<file path="src/rtl/midi_pkg.sv">
// Shared definitions for the MIDI voice allocator: voice count, FSM
// encoding, note/velocity field positions and slot-index helpers.
package midi_pkg;

  localparam int NUM_VOICES = 4;

  // Field positions inside a 14-bit {velocity, note} event word
  localparam int NOTE_LSB = 0;
  localparam int NOTE_MSB = 6;
  localparam int VEL_LSB  = 7;
  localparam int VEL_MSB  = 13;

  localparam logic [6:0] VELOCITY_OFF = 7'd0;

  typedef enum logic [1:0] {
    S_IDLE   = 2'd0,
    S_LOOKUP = 2'd1,
    S_ISSUE  = 2'd2
  } state_e;

  // Lowest set bit of a 4-slot mask (0 when the mask is empty)
  function automatic logic [1:0] first_set(input logic [3:0] v);
    logic [1:0] idx;
    idx = 2'd0;
    for (int i = 3; i >= 0; i--) begin
      if (v[i]) idx = 2'(i);
      else      idx = idx;
    end
    return idx;
  endfunction

  // Slot index to one-hot slot mask
  function automatic logic [3:0] onehot4(input logic [1:0] idx);
    return 4'd1 << idx;
  endfunction

endpackage

</file>
<file path="src/rtl/voice_age_tracker.sv">
// Age rank array for the voice slots. Rank 0 is the youngest, rank 3 the
// oldest; ranks always form a permutation of 0..3.
module voice_age_tracker
  import midi_pkg::*;
(
  input  logic       clk,
  input  logic       reset,
  input  logic       make_youngest_i,
  input  logic [1:0] make_youngest_idx_i,
  output logic [1:0] oldest_idx_o
);

  logic [1:0] rank_q [NUM_VOICES];
  logic [1:0] rank_d [NUM_VOICES];

  // Touched slot becomes rank 0; slots younger than it age by one
  always_comb begin
    for (int i = 0; i < NUM_VOICES; i++) begin
      if (!make_youngest_i)
        rank_d[i] = rank_q[i];
      else if (2'(i) == make_youngest_idx_i)
        rank_d[i] = 2'd0;
      else if (rank_q[i] < rank_q[make_youngest_idx_i])
        rank_d[i] = rank_q[i] + 2'd1;
      else
        rank_d[i] = rank_q[i];
    end
  end

  // Find the slot holding the oldest rank
  always_comb begin
    oldest_idx_o = 2'd0;
    for (int i = 0; i < NUM_VOICES; i++) begin
      if (rank_q[i] == 2'd3) oldest_idx_o = 2'(i);
      else                   oldest_idx_o = oldest_idx_o;
    end
  end

  // Rank storage; reset orders slots by index (slot 3 oldest)
  always_ff @(posedge clk or posedge reset) begin
    if (reset) begin
      for (int i = 0; i < NUM_VOICES; i++) rank_q[i] <= 2'(i);
    end else begin
      for (int i = 0; i < NUM_VOICES; i++) rank_q[i] <= rank_d[i];
    end
  end

endmodule

</file>
<file path="src/rtl/midi_voice_allocator.sv">
// MIDI voice allocator: maps note events onto four voice slots and
// broadcasts controller changes. Each event walks IDLE -> LOOKUP -> ISSUE,
// so strobes appear two cycles after the event is sampled.
// Optional build macro VOICE_STEAL_EN: a note-on with every slot owned
// steals the oldest slot instead of being dropped.
module midi_voice_allocator #(
  parameter int NUM_VOICES = midi_pkg::NUM_VOICES
) (
  input  logic                  clk,
  input  logic                  reset,
  input  logic                  update,
  input  logic                  update_all,
  input  logic [13:0]           note_values,
  input  logic [13:0]           controller_values,
  input  logic [NUM_VOICES-1:0] voice_on_in,
  output logic [NUM_VOICES-1:0] voice_update,
  output logic                  voice_update_all,
  output logic [13:0]           voice_note_values,
  output logic [13:0]           voice_controller_values,
  output logic                  busy,
  output logic                  dropped
);
  import midi_pkg::*;

  localparam logic [1:0] ST_IDLE   = S_IDLE;
  localparam logic [1:0] ST_LOOKUP = S_LOOKUP;
  localparam logic [1:0] ST_ISSUE  = S_ISSUE;

  logic [1:0]            state_q, state_d;
  logic                  busy_q, upd_q, upd_all_q;
  logic [13:0]           note_q, ctrl_q;
  logic [NUM_VOICES-1:0] voice_update_q, voice_update_d;
  logic                  voice_update_all_q, voice_update_all_d;
  logic                  dropped_q, dropped_d;
  logic [NUM_VOICES-1:0] owner_valid_q, owner_valid_d;
  logic [6:0]            owner_note_q [NUM_VOICES];
  logic [6:0]            owner_note_d [NUM_VOICES];
  logic [NUM_VOICES-1:0] voice_on_prev_q;

  logic                  capture_s, clear_all_s, touch_s;
  logic [1:0]            touch_idx_s, oldest_idx_s;
  logic [6:0]            vel_s, key_s;
  logic [NUM_VOICES-1:0] match_s, free_s, set_owner_s, fall_s;

  assign capture_s = (state_q == ST_IDLE) && (update || update_all);
  assign vel_s     = note_q[VEL_MSB:VEL_LSB];
  assign key_s     = note_q[NOTE_MSB:NOTE_LSB];
  assign free_s    = ~owner_valid_q;
  assign fall_s    = voice_on_prev_q & ~voice_on_in;

  // Parallel compare of the event note against every owned slot
  always_comb begin
    for (int i = 0; i < NUM_VOICES; i++) begin
      match_s[i] = owner_valid_q[i] && (owner_note_q[i] == key_s);
    end
  end

  // Sequencing: one event in flight, strobes ignored until back in IDLE
  always_comb begin
    state_d = state_q;
    case (state_q)
      ST_IDLE:   if (update || update_all) state_d = ST_LOOKUP;
                 else                      state_d = ST_IDLE;
      ST_LOOKUP: state_d = ST_ISSUE;
      ST_ISSUE:  state_d = ST_IDLE;
      default:   state_d = ST_IDLE;
    endcase
  end

  // Lookup decision: which slot to strobe and how slot state changes
  always_comb begin
    voice_update_d     = '0;
    voice_update_all_d = 1'b0;
    dropped_d          = 1'b0;
    set_owner_s        = '0;
    clear_all_s        = 1'b0;
    touch_s            = 1'b0;
    touch_idx_s        = 2'd0;
    if (state_q == ST_LOOKUP) begin
      if (upd_all_q) begin
        voice_update_d     = '1;
        voice_update_all_d = 1'b1;
        if (upd_q && (vel_s == VELOCITY_OFF)) clear_all_s = 1'b1;
        else                                  clear_all_s = 1'b0;
      end else if (vel_s == VELOCITY_OFF) begin
        // Note-off keeps ownership until the voice reports it has gone quiet
        if (|match_s) voice_update_d = onehot4(first_set(match_s));
        else          voice_update_d = '0;
      end else if (|match_s) begin
        voice_update_d = onehot4(first_set(match_s));
        touch_s        = 1'b1;
        touch_idx_s    = first_set(match_s);
      end else if (|free_s) begin
        voice_update_d = onehot4(first_set(free_s));
        set_owner_s    = onehot4(first_set(free_s));
        touch_s        = 1'b1;
        touch_idx_s    = first_set(free_s);
      end else begin
`ifdef VOICE_STEAL_EN
        voice_update_d = onehot4(oldest_idx_s);
        set_owner_s    = onehot4(oldest_idx_s);
        touch_s        = 1'b1;
        touch_idx_s    = oldest_idx_s;
`else
        dropped_d      = 1'b1;
`endif
      end
    end else begin
      voice_update_d = '0;
    end
  end

  // Ownership: allocation wins, then release on voice_on falling edge
  always_comb begin
    for (int i = 0; i < NUM_VOICES; i++) begin
      owner_note_d[i] = owner_note_q[i];
      if (clear_all_s) begin
        owner_valid_d[i] = 1'b0;
      end else if (set_owner_s[i]) begin
        owner_valid_d[i] = 1'b1;
        owner_note_d[i]  = key_s;
      end else if (fall_s[i] && !voice_update_q[i]) begin
        owner_valid_d[i] = 1'b0;
      end else begin
        owner_valid_d[i] = owner_valid_q[i];
      end
    end
  end

`ifndef VOICE_STEAL_EN
  logic unused_oldest_s;
  assign unused_oldest_s = ^oldest_idx_s;
`endif

  voice_age_tracker u_age (
    .clk                 (clk),
    .reset               (reset),
    .make_youngest_i     (touch_s),
    .make_youngest_idx_i (touch_idx_s),
    .oldest_idx_o        (oldest_idx_s)
  );

  // State, event capture, slot ownership and registered outputs
  always_ff @(posedge clk or posedge reset) begin
    if (reset) begin
      state_q            <= ST_IDLE;
      busy_q             <= 1'b0;
      upd_q              <= 1'b0;
      upd_all_q          <= 1'b0;
      note_q             <= 14'd0;
      ctrl_q             <= 14'd0;
      voice_update_q     <= '0;
      voice_update_all_q <= 1'b0;
      dropped_q          <= 1'b0;
      owner_valid_q      <= '0;
      voice_on_prev_q    <= '0;
      for (int i = 0; i < NUM_VOICES; i++) owner_note_q[i] <= 7'd0;
    end else begin
      state_q            <= state_d;
      busy_q             <= (state_d != ST_IDLE);
      voice_update_q     <= voice_update_d;
      voice_update_all_q <= voice_update_all_d;
      dropped_q          <= dropped_d;
      owner_valid_q      <= owner_valid_d;
      voice_on_prev_q    <= voice_on_in;
      for (int i = 0; i < NUM_VOICES; i++) owner_note_q[i] <= owner_note_d[i];
      if (capture_s) begin
        upd_q     <= update;
        upd_all_q <= update_all;
        note_q    <= note_values;
        ctrl_q    <= controller_values;
      end else begin
        upd_q     <= upd_q;
        upd_all_q <= upd_all_q;
        note_q    <= note_q;
        ctrl_q    <= ctrl_q;
      end
    end
  end

  assign voice_update            = voice_update_q;
  assign voice_update_all        = voice_update_all_q;
  assign voice_note_values       = note_q;
  assign voice_controller_values = ctrl_q;
  assign busy                    = busy_q;
  assign dropped                 = dropped_q;

endmodule

</file>
<file path="config.mk">
export PLATFORM = sky130hd
export DESIGN_NAME = midi_voice_allocator
export DESIGN_NICKNAME = d
export VERILOG_FILES = /design/src/rtl/midi_pkg.sv /design/src/rtl/voice_age_tracker.sv /design/src/rtl/midi_voice_allocator.sv
export SDC_FILE = /design/constraint.sdc
export NUM_CORES = 1
export LEC_CHECK = 0
export CAP_MARGIN = 20
export CORE_MARGIN = 3
export CORE_UTILIZATION = 54
export CTS_CLUSTER_DIAMETER = 200
export CTS_CLUSTER_SIZE = 40
export DETAILED_ROUTE_END_ITERATION = 10
export PLACE_DENSITY_LB_ADDON = 0.05
export SLEW_MARGIN = 20
export SYNTH_ARGS = -nofsm -noshare
export SYNTH_HDL_FRONTEND = slang
export SYNTH_SLANG_ARGS = --single-unit
</file>
<file path="constraint.sdc">
create_clock -name clk -period 3.9 [get_ports clk]
set_input_delay 0.78 -clock clk [delete_from_list [all_inputs] [get_ports clk]]
set_output_delay 0.78 -clock clk [all_outputs]
set_load 0.02 [all_outputs]
</file>
# Word level (Yosys, flattened, before mapping)
# Cells that the tools add are included.
dict set report totals {
  ff_bits 75
  inputBits 36
  output_inout_bits 35
  wordCells 112
}
dict set report classes {
  n_eq_ne 5
  n_shift 3
  mux 54
  n_bitwise 4
  reduce_logical 28
}
# op n
set op_table {}
lappend op_table {{2-bit two-way mux} 20}
lappend op_table {{4-bit two-way mux} 10}
lappend op_table {{7-bit equality test} 4}
lappend op_table {{1-bit two-way mux} 23}
lappend op_table {{3-bit nonzero test} 4}
lappend op_table {{1-bit by 2-bit << shifter with 4-bit output, first input constant} 3}
lappend op_table {{1-bit logical AND} 10}
lappend op_table {{4-bit NOT} 2}
lappend op_table {{2-bit AND reduction} 4}
lappend op_table {{4-bit OR reduction} 2}
lappend op_table {{7-bit logical NOT} 1}
lappend op_table {{4-bit AND} 1}
lappend op_table {{1-bit logical NOT} 4}
lappend op_table {{2-bit one-hot mux with 2 select lines} 1}
lappend op_table {{2-bit by 1-bit equality test with 1-bit output, second input constant} 1}
lappend op_table {{2-bit logical NOT} 1}
lappend op_table {{2-bit nonzero test} 1}
lappend op_table {{1-bit logical OR} 1}
lappend op_table {{1-bit NOT} 1}

# Depth between registers and ports, before layout
dict set report logic_depth {
  depth_word 18
  depth_mapped 8
  depth_no_buf 6
}

# Least setup slack after synthesis
# Ideal clock, no wire load.
dict set report synth_timing {
  path_type {flip-flop to flip-flop}
  start {reg note_q[5], in the netlist voice_note_values[5]}
  end {reg owner_note_q[10] (netlist bit)}
  setup_ns 0.125
  arrival_time_ns 1.996
  t_required_ns 3.775
  setup_slack_ns 1.779
  stages_incl_launch_ff 9
  n_path_buf 2
  synth_period_minus_slack_ns 2.121
  path_cell_list {dfrtp_1 > buf_6 > xor2_1 > nor4_2 > nand4_2 > nor3b_1 > and2_1 > buf_6 > mux2_4}
}
dict set report synth_via {
  elab_chain_cells 8
  elab_cells_between_ends 14
  cone_classes {eq/ne: 4; mux: 4; reduce/logical: 6}
}
# element line
set synth_lines {}
lappend synth_lines {{start, declared} midi_voice_allocator.sv:31} ;# logic [13:0] note_q, ctrl_q;
lappend synth_lines {{start signal, assigned} midi_voice_allocator.sv:170} ;# note_q <= note_values;
lappend synth_lines {{start signal, assigned} midi_voice_allocator.sv:175} ;# note_q <= note_q;
lappend synth_lines {{7-bit equality test} midi_voice_allocator.sv:54} ;# match_s[i] = owner_valid_q[i] && (owner_note_q[i] == key_s);
lappend synth_lines {{1-bit logical AND} midi_voice_allocator.sv:54}
lappend synth_lines {{4-bit OR reduction *} midi_voice_allocator.sv:89} ;# end else if (|match_s) begin
lappend synth_lines {{4-bit two-way mux *} midi_voice_allocator.sv:89}
lappend synth_lines {{4-bit two-way mux *} midi_voice_allocator.sv:85} ;# end else if (vel_s == VELOCITY_OFF) begin
lappend synth_lines {{4-bit two-way mux *} midi_voice_allocator.sv:80} ;# if (upd_all_q) begin
lappend synth_lines {{4-bit two-way mux *} midi_voice_allocator.sv:79} ;# if (state_q == ST_LOOKUP) begin
lappend synth_lines {{2-bit AND reduction (no source line) *} n/a}
lappend synth_lines {{end, declared} midi_voice_allocator.sv:36} ;# logic [6:0] owner_note_q [NUM_VOICES];
# Every way passes the cells marked *; elsewhere a longest branch is shown, timed or not.
# A chain may end at the register's enable or synchronous reset.

# Worst setup path after layout
dict set report layout_timing {
  start {reg note_q[2], in the netlist voice_note_values[2]}
  end {out voice_note_values[2]}
}
# element line
set layout_rtl {}
lappend layout_rtl {{end, declared} midi_voice_allocator.sv:18} ;# output logic [13:0] voice_note_values,
# No word-level cell between the ends.

==> reports/results.tsv <==
stage	metric	value	unit
floorplanning	coreArea	5740	sq um
synth	yosysTopAreaCell	dfrtp_1	
cts	cts-root-buf	clkbuf_8	
detailed_routing	antenna_left	0	
floorplanning	start_util	0.580	
power	p_leak	1.81	nW
worst_setup_path	slowest_stage	clkdlybuf4s50_1	
placement	place.gp.congestion	0.842	
synth	synth_fp_nets	276	
global_routing	overflow	0	
timing	relSlewSlack	0.512	
power	ir_drop	0.479	mV
timing	post-route-min-period	2.42	ns
finish	final_cells	388	
placement	dp_hpwl	4620	um
synth	ys_types	34	
synth	syn_inst	240	
cts	hold_buffers	0	
finish	nNetsFinal	348	
cts	cts.htree.levels	3	
synth	synth_top_area_frac	0.564	
timing	setup_tns	0	ns
timing	setup_violations	0	
synth	synth_edf_count	0	
hold_path	hp-start	voice_controller_values[11]	
timing	rsz0062_at_grt	no	
synth	synth_commonest_cells	dfrtp_1, mux2_2, xnor2_1	
synth	netlist_area	3330	sq um
timing	fin_skew	0.00583	ns
synth	synthMostInstantiatedCell	dfrtp_1	
detailed_routing	drcViolationCount	0	
timing	hold_viol	0	
detailed_routing	vias	2108	
finish	area.growth.synth_to_final	29.3	%
floorplanning	die_w	84.5	um
synth	ys_async_sr_fraction	1.00	
power	power_density	861	nW/um^2
cts	clock_path_buffers	2	
placement	numPortBuffers	70	
worst_setup_path	r2r_start	voice_note_values[2]	
placement	dp_cells	373	
timing	fin_crit_sh	0.620	
global_routing	grt_usage	0.203	
worst_setup_path	cpPeakStageDelay	0.69	ns
floorplanning	row_count	27	
detailed_routing	drtPass1Iterations	4	
global_routing	antenna_found_initial	0	
finish	drive_gt1_frac	0.266	
cts	cts_made_buffers	9	
worst_setup_path	crit_path_max_fanout	10	
floorplanning	chipHeight	84.5	um
worst_setup_path	end_kind	output port	
worst_setup_path	critical_path.cell_chain	clkdlybuf4s50_1	
cts	clkLatencyLatePin	0.34	ns
cts	cts_resized	0	
worst_setup_path	cp_data_arrival_time	1.64	ns
detailed_routing	viasPerCell	5.43	
global_routing	grt_pass1_wl	11400	um
timing	slew_violations	0	
cts	clkSlewWorstSetupHoldPaths	0.07	ns
run	maxCapViolCount	0	
worst_setup_path	required	3.12	ns
global_routing	grt_max_degree	38	
detailed_routing	drt_iter0_drc	120	
cts	cts_sinks	75	
worst_setup_path	path_buf_inv	1	
detailed_routing	drt-total-wl	6690	um
synth	ys_seq_area_frac	0.564	
hold_path	hp-class	flip-flop to flip-flop	
synth	yosysWarnings	0	
synth	synthTopCellsByArea	dfrtp_1, mux2_2, mux2_4	
synth	ys_seq_elements	75	
floorplanning	io_pins	71	
worst_setup_path	start_kind	flip-flop	
timing	worstMarginPinSlew	0.731	ns
detailed_routing	wl_per_cell	17.2	um
synth	synth_area_per_cell	13.9	sq um
cts	postCtsSetupBuffers	0	
finish	antenna_cells	0	
synth	ys.flop_type	dfrtp_1	
cts	cts_tree	done	
global_routing	grt_pass1_vias	2378	
worst_setup_path	crit_path_start	voice_note_values[2]	
worst_setup_path	path_class	flip-flop to output port	
floorplanning	dieArea	7140	sq um
timing	fmax	413	MHz
worst_setup_path	critPathTopFamily	buffers and inverters	
outcome	outcome	completed	
## state kept, by name, indices dropped and copies added, names as in the netlist
| signal | count |
|---|---|
| voice_on_prev_q | 4 |
| dropped | 1 |
| owner_note_q | 28 |
| state_q | 2 |
| voice_update | 4 |
| upd_all_q | 1 |
| voice_update_all | 1 |
| voice_note_values | 14 |
| busy | 1 |
| voice_controller_values | 14 |
| owner_valid_q | 4 |
| upd_q | 1 |
## final timing paths
kind,depth (start not counted),slack (ns),end
worst max-delay path,1,1.48,voice_note_values[2]
worst min-delay path,1,0.52,voice_controller_values[11]
worst max register to register,6,1.55,owner_note_q[0]
worst min register to register,1,0.52,voice_controller_values[11]
max in group asynchronous,3,2.24,owner_note_q[6]
min in group asynchronous,2,0.88,voice_controller_values[3]
## power by group
| part | total, W | switching [W] | internal, W |
|---|---|---|---|
| Clock | 0.000776 | 0.000274 | 0.000503 |
| Combinational | 0.00150 | 0.000647 | 0.000848 |
| Sequential | 0.00143 | 0.000331 | 0.00110 |
## metrics by stage
step                      hold WS [ns]  cell area [sq um]  power [W]   util  setup WS [ns]
after global placement           0.489               4040    0.00289  0.703           1.56
after global routing             0.532               4300    0.00392  0.749           1.37
final                            0.516               4300    0.00371  0.749           1.48
after detailed placement         0.494               4040    0.00294  0.703           1.52
after floorplan                  0.453               3330    0.00244      -           1.21
after CTS                        0.517               4300    0.00374  0.749           1.45
## layer usage
metal  track usage  share of wire  vias to the layer above
met3        0.0883          0.070                       13
met1         0.241           0.41                     1059
li1              -              -                      976
met2         0.340           0.51                       60
met5             0              0                        -
met4        0.0532          0.017                        0
## logic make-up after synthesis
kind of cell | count (synthesis) | share of synthesized area
flip-flops | 75 | 0.564
multiplexers | 57 | 0.208
AO/OA/AOI/OAI | 14 | 0.0267
XOR/XNOR | 28 | 0.0737
AND/OR/NAND/NOR | 50 | 0.0917
buffers and inverters | 16 | 0.0365
## cells in the final DEF, fill, tap and decap left out, drive strengths merged, types with 3 or more instances in the layout
cell type / Yosys / final
xnor2: 22 / 22
xor2: 6 / 6
nor2: 14 / 14
inv: 4 / 4
a21oi: 5 / 5
nor4: 4 / 4
o21ai: 3 / 3
clkbuf: 3 / 10
nor3: 3 / 3
nand2b: 3 / 3
mux2: 57 / 57
nand2: 11 / 11
buf: 9 / 3
nand4: 7 / 7
clkdlybuf4s50: 0 / 70
bufinv: 0 / 4
dfrtp: 75 / 75
## area by class of cell
type,instances,area (sq um)
clock buffers,10,138
clock inverters,5,125
fillers,396,1440
inverters,4,15.0
multi-input cells,149,1340
flip-flops and latches,75,1880
well taps,72,90.1
repair buffers,73,723
Note: power is estimated with default switching activity, not from simulation.
==> RTL edit 1 (config.mk and constraints unchanged) <==
Add a define of `VOICE_STEAL_EN`.
--- a/src/rtl/midi_voice_allocator.sv
+++ b/src/rtl/midi_voice_allocator.sv
@@ -3,6 +3,8 @@
 // so strobes appear two cycles after the event is sampled.
 // Optional build macro VOICE_STEAL_EN: a note-on with every slot owned
 // steals the oldest slot instead of being dropped.
+`define VOICE_STEAL_EN
+
 module midi_voice_allocator #(
   parameter int NUM_VOICES = midi_pkg::NUM_VOICES
 ) (
Behaviour: no difference found for any inputs over 10 cycles, from zero or initial values and one cycle with reset high; that may be too few to reach the edited logic, so the function may still have changed.
==> RTL edit 1 against the unedited design <==
Cell area grew 16%; largest power group unchanged; synthesized area up 20%; setup slack got worse by 0.53 ns; non-clock buffer count unchanged; worst hold slack got worse by 0.011 ns; clock skew up 0.0055 ns; sequential cell count up 7; highest routed layer unchanged; total power grew 3.3%; routed wire length is 15% higher; largest cell class unchanged.
==> RTL edit 1: results (changes against the unedited design) <==
- Drt first pass iters: 5 (+1)
- Layout cell share with drive strength beyond 1: 23.8% (-2.8 points)
- Status: finished, final reports clean
- Total track usage: 19.9% (-0.45 points)
- VDD IR max: 0.000595 V (+24%)
- Drt initial violations: 150 (+25%)
- Arrival time at the worst endpoint: 3.19 ns (+1.55 ns)
- GPL Wtd Cong: 0.908 (+7.7%)
- Mapped Nets: 365 (+32%)
- Measured slew at the worst slew-check pin: 0.760 ns (+0.0292 ns)
- Reg2reg path depth: 9 (+3)
- Largest net degree at the start of global routing: 34 (-11%)
- Number of global-route vias before repair: 2733 (+15%)
- Top cells by area, synth: dfrtp_1, mux2_2, xnor2_1
- Clock Skews: 0.0113 ns (+0.00546 ns)
- DPL Wire Length: 5610 µm (+21%)
- Area share of fa/ha/maj cells after synthesis: 0.940% (+0.94 points)
- Synth Area in Compound Gates: 8.99% (+6.3 points)
- Final-layout fill cell count: 509 (+29%)
- CP Max Fanout: 17 (+7)
- Htree depth: 3 (unchanged)
- Number of buffers added on ports: 69 (-1.4%)
- Post-synthesis sequential area ratio: 51.5% (-4.9 points)
- Critical-path top delay cell: o311ai_4
- Synth top cells by count: dfrtp_1, mux2_2, xnor2_1
- Setup WS pre-CTS: 0.969 ns (-0.555 ns)
- # nets final: 434 (+25%)
- Routed len/inst: 15.5 µm (-10%)
- Leak: 2.08 nW (+15%)
- Mux contribution to synthesized area: 18.2% (-2.6 points)
- Later-pin clock latency in the skew report: 0.35 ns
- Vias per inst: 5.53 (+1.8%)
- Post-CTS Setup Inserts: 0 (unchanged)
- Post-Synth XOR/XNOR Area: 6.14% (-1.2 points)
- Synth unique cells: 50 (+47%)
## RTL edit 1: cell types whose count changed in the layout (fill, tap and decap cells not counted), sizes merged, moves of 5 or more
cell    unedited run  this run
nor2              14        22
and3               0         6
xnor2             22        28
mux2i              0         6
xor2               6         0
inv                4        10
a221oi             0         5
nand2             11        20
## RTL edit 1: area by class of cell
type	instances	area, µm²	share of cell area (%)
clock buffer	10	128	2.56
clock inverter	5	104	2.08
inverter	11	42.5	0.853
multi-input combinational	218	1810	36.4
sequential	82	2060	41.3
tap	96	120	2.41
timing repair buffer	73	721	14.5
## RTL edit 1: kinds of logic after synthesis
| family | count (synthesis) |
|---|---|
| AO/OA/AOI/OAI | 43 |
| XOR/XNOR | 28 |
| adder cells (fa/ha/maj) | 3 |
| buffers and inverters | 26 |
| flip-flops | 82 |
| multiplexers | 63 |
| other | 1 |
| AND/OR/NAND/NOR | 80 |
## RTL edit 1: critical path: cells and delay by family, from the launching register on
kind	cells	cell delay [ns]
compound gates	4	1.30
fa+ha+maj	1	0.16
flops	1	0.57
mux	2	0.52
simple gates	2	0.27
## RTL edit 1: metrics by stage
| stage | util, % | cells | area, µm² |
|---|---|---|---|
| final | 71.4 | 495 | 4990 |
| after global routing | 71.4 | 495 | 4990 |
| after CTS | 71.4 | 495 | 4990 |
| after detailed placement | 68.1 | 480 | 4750 |
| after global placement | 68.1 | 480 | 4750 |
| after floorplan | - | 326 | 4000 |
## RTL edit 1: power breakdown
group	switching [W]	leakage (nW)	internal [W]
registers	0.000317	1.01	0.00118
logic	0.000725	0.960	0.000885
clock network	0.000295	0.116	0.000422
## RTL edit 1: path summary, 6_finish.rpt
check	start	endpoint	slack, ns
worst min register to register	upd_q$_DFFE_PP0P_	upd_q$_DFFE_PP0P_	0.51
worst max-delay path	u_age.rank_q[3]$_DFFE_PP1P_	u_age.rank_q[0]$_DFFE_PP1P_	0.95
max in group asynchronous	reset	u_age.rank_q[4]$_DFFE_PP1P_	2.37
worst min-delay path	upd_q$_DFFE_PP0P_	upd_q$_DFFE_PP0P_	0.51
min in group asynchronous	reset	voice_controller_values[13]$_DFFE_PP0P_	0.74
worst max register to register	u_age.rank_q[3]$_DFFE_PP1P_	u_age.rank_q[0]$_DFFE_PP1P_	0.95
## RTL edit 1: layer usage
layer	track usage, %	wire (µm)	up-vias	share of wire (%)
li1	-	-	1317	-
met1	27.7	3480	1323	45
met2	29.7	3590	87	47
met3	6.56	532	10	6.9
met4	5.94	76	0	0.99
met5	0	0	-	0
==> RTL edit 2 (same settings) <==
Without the edit above. Put one more register stage on the output `voice_note_values`, cleared by the reset. The value now appears one clock later. The other outputs are not delayed to match.
--- a/src/rtl/midi_voice_allocator.sv
+++ b/src/rtl/midi_voice_allocator.sv
@@ -180,7 +180,13 @@
 
   assign voice_update            = voice_update_q;
   assign voice_update_all        = voice_update_all_q;
-  assign voice_note_values       = note_q;
+  always_ff @(posedge clk or posedge reset) begin
+    if (reset) begin
+      voice_note_values <= '0;
+    end else begin
+      voice_note_values <= note_q;
+    end
+  end
   assign voice_controller_values = ctrl_q;
   assign busy                    = busy_q;
   assign dropped                 = dropped_q;
Check against the original RTL: not equivalent (Yosys sat finds a counterexample within 4 cycles, from zero or initial values and one cycle with reset high).
==> RTL edit 2 against the unedited design <==
Synthesized area rose by 12%; non-clock buffer count unchanged; sequential power increased by 17%; routed wire length fell by 5.4%; cell area increased by 7.0%; first-iteration DRC count shrank 40%; sequential cell count is 14 higher; clock power shrank 28%; total power grew 2.4%; utilization decreased by 4.0 points; critical endpoint is now owner_note_q[15]$_DFFE_PP0P_; clock skew rose by 0.0056 ns; setup slack better by 0.083 ns.
==> RTL edit 2: results (changes against the unedited design) <==
- Status: finished, final reports clean
- Mapped Nets: 289 (+4.7%)
- GPL Wtd Cong: 0.803 (-4.7%)
- Mux contribution to synthesized area: 19.1% (-1.7 points)
- First-pass GRT wire length: 10500 µm (-7.9%)
- DPL Wire Length: 4490 µm (-2.9%)
- RR Startpoint: note_q[0]$_DFFE_PP0P_
- Later-pin clock latency in the skew report: 0.35 ns
- Clock Skews: 0.0114 ns (+0.00560 ns)
- Layout cell share with drive strength beyond 1: 26.7% (+0.084 points)
- Seq pwr: 0.00168 W (+17%)
- Arrival time at the worst endpoint: 2.57 ns (+0.93 ns)
- Total track usage: 17.7% (-2.7 points)
- Final Core Density: 70.9% (-4.0 points)
- Routed len/inst: 15.5 µm (-9.8%)
- Sw Share: 34.8% (+1.0 points)
- CP Capture Point: owner_note_q[15]$_DFFE_PP0P_
- Largest net degree at the start of global routing: 40 (+5.3%)
- Clk slew on worst S/H paths: 0.09 ns (+0.02 ns)
- Synth unique cells: 32 (-5.9%)
- Sink of the worst hold path: voice_note_values[7]$_DFF_PP0_
- Met3 GRT Util: 6.36% (-2.5 points)
- Post-Route M1 WL: 2820 µm (+3.6%)
- Vias per inst: 5.31 (-2.2%)
- Setup crit start kind: flip-flop
- CP max stage delay: 0.64 ns (-0.05 ns)
- # nets final: 361 (+3.7%)
- Measured slew at the worst slew-check pin: 0.616 ns (-0.115 ns)
- Primary FF master, synth: dfrtp_1
- Synth top cells by count: dfrtp_1, mux2_2, xnor2_1
- Top cells by area, synth: dfrtp_1, mux2_2, mux2_4
- # setup viols final: 0 (unchanged)
- Power Clock: 0.000562 W (-28%)
- Met2 usage: 28.7% (-5.3 points)
- Drt initial violations: 72 (-40%)
- Post-CTS Setup Inserts: 0 (unchanged)
- VDD IR max: 0.000475 V (-0.73%)
- Drt first pass iters: 4 (unchanged)
- Non-filler cells, final: 407 (+4.9%)
- NetSw: 0.00132 W (+5.5%)
- Number of global-route vias before repair: 2260 (-5.0%)
- CP Max Fanout: 10 (unchanged)
- DP Cell Count: 391 (+4.8%)
- Most used routing layer: met2
- Critical-path top delay cell: dfrtp_1
- Met1 GRT Util: 22.4% (-1.7 points)
- Post-Synth XOR/XNOR Area: 6.59% (-0.77 points)
- Crit path max-delay family: simple AND/OR/NAND/NOR gates
- Met3 wire length: 329 µm (-29%)
- Hold_ws: 0.409 ns (-0.108 ns)
- Worst Hold Path Cells: 0 (-1)
- Max Used Layer: met4
- Post-synthesis cell count: 253 (+5.4%)
- Leak: 1.95 nW (+7.7%)
- Routed wl met2: 3140 µm (-7.2%)
- Post-synthesis sequential area ratio: 59.9% (+3.5 points)
- Worst hold path startpoint: note_q[7]$_DFFE_PP0P_
- Synth Area in Compound Gates: 2.46% (-0.21 points)
RTL edit 2: changes by cell type in the layout (fill, tap and decap cells not counted), moves of 4 or more:
| cell | unedited run | this run |
|---|---|---|
| mux2_2 | 43 | 39 |
| xnor2_1 | 22 | 28 |
| xor2_1 | 6 | 0 |
| bufinv_16 | 4 | 0 |
| dfrtp_1 | 75 | 89 |
| mux2_4 | 13 | 18 |
RTL edit 2: stage by stage:
stage                     instance area [µm²]  setup slack [ns]
after detailed placement                 4430              1.43
after CTS                                4610              1.54
after floorplan                          3720             0.813
final                                    4610              1.56
after global routing                     4610              1.38
after global placement                   4430              1.48
RTL edit 2: layout make-up:
class / instances / area, µm²
tap: 77 / 96.3
timing repair buffer: 73 / 723
multi-input combinational: 148 / 1370
clock buffer: 10 / 128
sequential: 89 / 2230
clock inverter: 6 / 50.0
inverter: 4 / 16.3
fill: 462 / 1890
